===== config.mk =====
export PLATFORM = sky130hd
export DESIGN_NAME = load_store_unit
export DESIGN_NICKNAME = d
export VERILOG_FILES = /design/src/rtl/load_store_unit.sv
export SDC_FILE = /design/constraint.sdc
export NUM_CORES = 1
export LEC_CHECK = 0
export ABC_CLOCK_PERIOD_IN_PS = 3500
export BUFFER_PORTS_ARGS = -buffer_cell sky130_fd_sc_hd__buf_4
export CAP_MARGIN = 5
export CORE_MARGIN = 1
export CORE_UTILIZATION = 57
export CTS_CLUSTER_SIZE = 20
export DETAILED_ROUTE_END_ITERATION = 10
export GPL_ROUTABILITY_DRIVEN = 0
export PLACE_DENSITY_LB_ADDON = 0.25
export RECOVER_POWER = 100
export REMOVE_ABC_BUFFERS = 1
export SYNTH_ARGS = -nofsm -noshare
export SYNTH_HDL_FRONTEND = slang
export SYNTH_SLANG_ARGS = --single-unit

===== constraint.sdc =====
create_clock -name CLK -period 3.5 [get_ports CLK]
set_input_delay 0.175 -clock CLK [delete_from_list [all_inputs] [get_ports CLK]]
set_output_delay 0.175 -clock CLK [all_outputs]
set_load 0.02 [all_outputs]

===== src/rtl/load_store_unit.sv =====
// load_store_unit: single-outstanding load/store engine in front of a
// word-indexed DataMemory (combinational read, synchronous write).
// Sub-word and misaligned accesses are split into word accesses; sub-word
// and spanning stores use read-modify-write on each touched word.
//
// Handshake rules (both channels): a transfer happens at a rising CLK edge
// where valid and ready are both 1. req_ready is 1 only in IDLE, so at most
// one request is in flight. resp_valid stays high with stable resp_rdata and
// resp_err until the edge where resp_ready is 1.
module load_store_unit #(
  parameter int ADDR_W = 5
) (
  input  logic        CLK,
  input  logic        RST,
  input  logic        req_valid,
  output logic        req_ready,
  input  logic        req_we,
  input  logic [2:0]  req_funct3,
  input  logic [31:0] req_addr,
  input  logic [31:0] req_wdata,
  output logic        resp_valid,
  input  logic        resp_ready,
  output logic [31:0] resp_rdata,
  output logic        resp_err,
  output logic        mem_we,
  output logic [31:0] mem_addr,
  output logic [31:0] mem_wd,
  input  logic [31:0] mem_rd,
  output logic [2:0]  dbg_state
);

  typedef enum logic [2:0] {
    S_IDLE    = 3'd0,
    S_LD0     = 3'd1,
    S_LD1     = 3'd2,
    S_RMW_RD0 = 3'd3,
    S_WR0     = 3'd4,
    S_RMW_RD1 = 3'd5,
    S_WR1     = 3'd6,
    S_RESP    = 3'd7
  } state_t;

  state_t              r_state;
  state_t              w_next;

  logic                r_we;
  logic [2:0]          r_funct3;
  logic [ADDR_W-1:0]   r_word0;
  logic [1:0]          r_off;
  logic [31:0]         r_wdata;
  logic                r_err;
  logic [31:0]         r_buf0;
  logic [31:0]         r_buf1;

  logic                w_req_legal;
  logic                w_req_sw_aligned;
  logic [ADDR_W-1:0]   w_word1;
  logic                w_span;
  logic [3:0]          w_size_mask;
  logic [7:0]          w_mask8;
  logic [63:0]         w_sdata64;
  logic [63:0]         w_ld64;
  logic [31:0]         w_ld_raw;
  logic [31:0]         w_ld_ext;
  logic                w_unused;

  // Address bits above the memory's word index are deliberately ignored.
  assign w_unused = ^req_addr[31:ADDR_W+2];

  // Legal loads: LB LH LW LBU LHU; legal stores: SB SH SW.
  assign w_req_legal = req_we ? (!req_funct3[2] && !(req_funct3[1] && req_funct3[0]))
                              : (!(req_funct3[1] && req_funct3[0]) && !(req_funct3[2] && req_funct3[1]));

  // A full aligned word store needs no read of the old word.
  assign w_req_sw_aligned = req_we && (req_funct3 == 3'b010) && (req_addr[1:0] == 2'b00);

  // Second word wraps around the top of memory.
  assign w_word1 = r_word0 + 1'b1;

  // Spanning: halfword at offset 3, or any misaligned word.
  assign w_span = ((r_funct3[1:0] == 2'b01) && (r_off == 2'd3)) ||
                  ((r_funct3[1:0] == 2'b10) && (r_off != 2'd0));

  assign w_size_mask = (r_funct3[1:0] == 2'b00) ? 4'b0001 :
                       (r_funct3[1:0] == 2'b01) ? 4'b0011 :
                       (r_funct3[1:0] == 2'b10) ? 4'b1111 : 4'b0000;

  // Byte-lane enables and store data across the two-word window
  // (low half = word0, high half = word1).
  assign w_mask8   = {4'b0000, w_size_mask} << r_off;
  assign w_sdata64 = {32'h0, r_wdata} << {r_off, 3'b000};

  // Load bytes start at buf0 lane `offset` and continue into buf1.
  assign w_ld64   = {r_buf1, r_buf0} >> {r_off, 3'b000};
  assign w_ld_raw = w_ld64[31:0];

  function automatic logic [31:0] f_merge(input logic [31:0] old_w,
                                          input logic [31:0] new_w,
                                          input logic [3:0]  lanes);
    logic [31:0] res;
    for (int i = 0; i < 4; i++) begin
      res[i*8 +: 8] = lanes[i] ? new_w[i*8 +: 8] : old_w[i*8 +: 8];
    end
    return res;
  endfunction

  // Sign/zero extension of the assembled load bytes.
  always_comb begin
    w_ld_ext = 32'h0;
    case (r_funct3)
      3'b000:  w_ld_ext = {{24{w_ld_raw[7]}}, w_ld_raw[7:0]};
      3'b001:  w_ld_ext = {{16{w_ld_raw[15]}}, w_ld_raw[15:0]};
      3'b010:  w_ld_ext = w_ld_raw;
      3'b100:  w_ld_ext = {24'h0, w_ld_raw[7:0]};
      3'b101:  w_ld_ext = {16'h0, w_ld_raw[15:0]};
      default: w_ld_ext = 32'h0;
    endcase
  end

  // State register.
  always_ff @(posedge CLK) begin
    if (!RST) r_state <= S_IDLE;
    else      r_state <= w_next;
  end

  // Next-state logic.
  always_comb begin
    w_next = r_state;
    case (r_state)
      S_IDLE: begin
        if (req_valid) begin
          if (!w_req_legal)          w_next = S_RESP;
          else if (!req_we)          w_next = S_LD0;
          else if (w_req_sw_aligned) w_next = S_WR0;
          else                       w_next = S_RMW_RD0;
        end
      end
      S_LD0:     w_next = w_span ? S_LD1 : S_RESP;
      S_LD1:     w_next = S_RESP;
      S_RMW_RD0: w_next = S_WR0;
      S_WR0:     w_next = w_span ? S_RMW_RD1 : S_RESP;
      S_RMW_RD1: w_next = S_WR1;
      S_WR1:     w_next = S_RESP;
      S_RESP:    w_next = resp_ready ? S_IDLE : S_RESP;
      default:   w_next = S_IDLE;
    endcase
  end

  // Request latch at accept, and word capture in the read states.
  always_ff @(posedge CLK) begin
    if (!RST) begin
      r_we     <= 1'b0;
      r_funct3 <= 3'b000;
      r_word0  <= '0;
      r_off    <= 2'b00;
      r_wdata  <= 32'h0;
      r_err    <= 1'b0;
      r_buf0   <= 32'h0;
      r_buf1   <= 32'h0;
    end else begin
      if (r_state == S_IDLE && req_valid) begin
        r_we     <= req_we;
        r_funct3 <= req_funct3;
        r_word0  <= req_addr[ADDR_W+1:2];
        r_off    <= req_addr[1:0];
        r_wdata  <= req_wdata;
        r_err    <= !w_req_legal;
      end
      if (r_state == S_LD0 || r_state == S_RMW_RD0) r_buf0 <= mem_rd;
      if (r_state == S_LD1 || r_state == S_RMW_RD1) r_buf1 <= mem_rd;
    end
  end

  // Outputs decoded from state; memory writes are blocked while in reset.
  always_comb begin
    req_ready  = (r_state == S_IDLE) && RST;
    resp_valid = 1'b0;
    resp_rdata = 32'h0;
    resp_err   = 1'b0;
    mem_we     = 1'b0;
    mem_addr   = 32'h0;
    mem_wd     = 32'h0;
    case (r_state)
      S_LD0, S_RMW_RD0: mem_addr = {{(32-ADDR_W){1'b0}}, r_word0};
      S_LD1, S_RMW_RD1: mem_addr = {{(32-ADDR_W){1'b0}}, w_word1};
      S_WR0: begin
        mem_we   = 1'b1;
        mem_addr = {{(32-ADDR_W){1'b0}}, r_word0};
        mem_wd   = f_merge(r_buf0, w_sdata64[31:0], w_mask8[3:0]);
      end
      S_WR1: begin
        mem_we   = 1'b1;
        mem_addr = {{(32-ADDR_W){1'b0}}, w_word1};
        mem_wd   = f_merge(r_buf1, w_sdata64[63:32], w_mask8[7:4]);
      end
      S_RESP: begin
        resp_valid = 1'b1;
        resp_err   = r_err;
        resp_rdata = (!r_we && !r_err) ? w_ld_ext : 32'h0;
      end
      default: ;
    endcase
    if (!RST) mem_we = 1'b0;
  end

  assign dbg_state = r_state;

endmodule

==> impl_metrics.yaml <==
clock_network:
  clkTransAtPathRegs_ps: 80
  cts.path.max_buffers: 2
  cts_resized: 0
  htree_levels: 3
  cts_hold_buf: 0
  clock-root-buffer: "clkbuf_16"
  numClockSinks: 111
  cts_buffers: 9
  cts_tree: "done"
  clk_latency_ps: 360
  cts_setup_buffers: 0
routing:
  topRoutingLayerUsed: "met4"
  ant_nets: 0
  vias: 6839
  wl_met3_um: 2060
  met1_length_um: 8760
  wl_met2_um: 9450
  drt_first_pass_iters: 5
  via_per_inst: 5.97
  wl_per_cell_um: 18.2
  drt-initial-drc-count: 692
  totalWireLength_um: 20900
  drc: 0
pwr:
  powerDensity_nw_per_um2: 425
  p_leak_nw: 3.25
  vdd_drop_max_mv: 0.282
yosys:
  synth.distinct_cells: 56
  netlist_area_um2: 7130
  avgSynthCellArea_um2: 8.30
  ys_ff_latch: 111
  synthCells: 859
  ys_seq_area_frac: 0.312
  ys_warn_count: 0
  ys.flop_type: "dfxtp_1"
  synth-edff-count: 0
  async_reset_ff_frac: 0
place:
  port_buffers: 154
  dp_hpwl_um: 13900
  dp.cells: 1130
grt:
  grt_pass1_wl_um: 32000
  grt_overflow: 0
  grt_pass1_vias: 6067
  track_usage: 0.324
  antenna_found_initial: 0
  grt_max_degree: 47
timing:
  hold_violations: 0
  finalSetupTns_ps: 0
  finalClockSkew_ps: 11.1
  slew_violations: 35
  relSlewSlack: -0.318
  fmax_ghz: 0.303
  setup_violations: 0
  rsz0062_at_grt: "false"
  worstMarginPinSlew_ps: 1980
  period_needed_ps: 3300
  fin_crit_sh: 0.942
finish:
  fin_nets: 1082
  fillerInstances: 1081
  final_common_cell: "nand2_1"
  n_antenna_cell: 0
  syn2layout_area_growth_pct: 15.2
  drive_gt1_frac: 0.189
  fin_cells: 1146
  final_cell_mix: "nand2_1 (197), a21oi_1 (115), buf_4 (111), dfxtp_1 (109), mux2i_1 (73)"
critical_path:
  crit_required_ps: 3320
  path_max_fanout: 9
  start_kind: "flop"
  critPathKind: "reg -> out"
  endpoint_kind: "output port"
  arrival_ps: 3120
die:
  dieHeight_um: 114
  core_area_um2: 12100
  initial_utilization: 0.589
  io_pins: 207
  row_count: 40
  die_area_um2: 13000
  fp.dieW_um: 114
min_path:
  min_path_type: "in -> reg"
status:
  violations: "capacitance limit, slew limit"
  status: "complete, but fails checks"
run:
  maxCapViolations: 1
-- final timing paths --
| kind | start | endpoint | slack (ps) | cells past startpoint |
|---|---|---|---|---|
| max | r_funct3[0] | mem_wd[24] | 200 | 8 |
| max reg2reg | dbg_state[1] | dbg_state[1] | 640 | 6 |
| min reg2reg | r_wdata[18] | r_wdata[18] | 470 | 2 |
| min | req_wdata[15] | r_wdata[15] | 50 | 3 |
-- cells in the mapped netlist (21+ instances only) --
| library cell | count | area [um^2] |
|---|---|---|
| a21oi_1 | 113 | 566 |
| mux4_2 | 32 | 721 |
| a221o_1 | 23 | 230 |
| nand2_1 | 197 | 739 |
| buf_4 | 37 | 278 |
| dfxtp_1 | 111 | 2220 |
| nor2_1 | 69 | 259 |
| buf_2 | 21 | 105 |
| clkbuf_1 | 31 | 116 |
| mux2i_1 | 73 | 731 |
-- metal layers --
layer,up-vias,global-route usage
met4,0,0.144
met2,399,0.503
met3,52,0.0505
met5,-,0
li1,3219,-
met1,3169,0.449
-- through the flow --
step / utilization / hold slack, ps / area (um^2) / power, mW / setup WS [ps]
final: 0.678 / 51.7 / 8210 / 3.49 / 202
after global routing: 0.678 / 62.8 / 8210 / 3.64 / 87.5
after CTS: 0.699 / 52.9 / 8470 / 3.51 / 328
after detailed placement: 0.676 / 423 / 8190 / 2.54 / 763
after global placement: 0.676 / 417 / 8190 / 2.52 / 836
after floorplan: - / 303 / 6650 / 2.17 / -753
-- sequential cells by signal, summed over array words and instances, names as in the netlist --
| register | cells |
|---|---|
| r_buf0 | 32 |
| r_buf1 | 32 |
| r_wdata | 32 |
| r_word0 | 5 |
| dbg_state | 3 |
| r_funct3 | 3 |
| r_off | 2 |
| r_err | 1 |
| r_we | 1 |
-- power breakdown --
group | internal, mW | switching [mW]
combinational | 0.404 | 0.591
clock | 0.518 | 0.468
sequential | 1.38 | 0.133
-- critical path, stage by stage (launching register included) --
cell      delay (ps)
dfxtp_1          400
inv_1             90
ha_1             330
or2_2            310
a31oi_2          510
nor2b_1          430
clkbuf_2         300
a221o_1          220
buf_4            150
-- layout make-up --
type | count | area (um^2) | area share
Inverter | 6 | 22.5 | 0.00274
Tap cell | 168 | 210 | 0.0256
Sequential cell | 111 | 2230 | 0.271
Clock buffer | 12 | 256 | 0.0312
Multi-Input combinational cell | 670 | 4400 | 0.535
Timing Repair Buffer | 175 | 1080 | 0.132
Clock inverter | 4 | 20.0 | 0.00244
-- cell families (layout without fill, tap and decap cells) --
logic type / Yosys count / count (layout) / synth area share
flops: 111 / 111 / 0.312
mux: 114 / 114 / 0.218
other cells: 1 / 27 / 0.000526
simple gates: 320 / 320 / 0.190
fa+ha+maj: 8 / 8 / 0.0130
compound gates: 199 / 199 / 0.181
buf+inv: 104 / 197 / 0.0842
xor+xnor: 2 / 2 / 0.00246
Note: power is estimated with default switching activity, not from simulation.
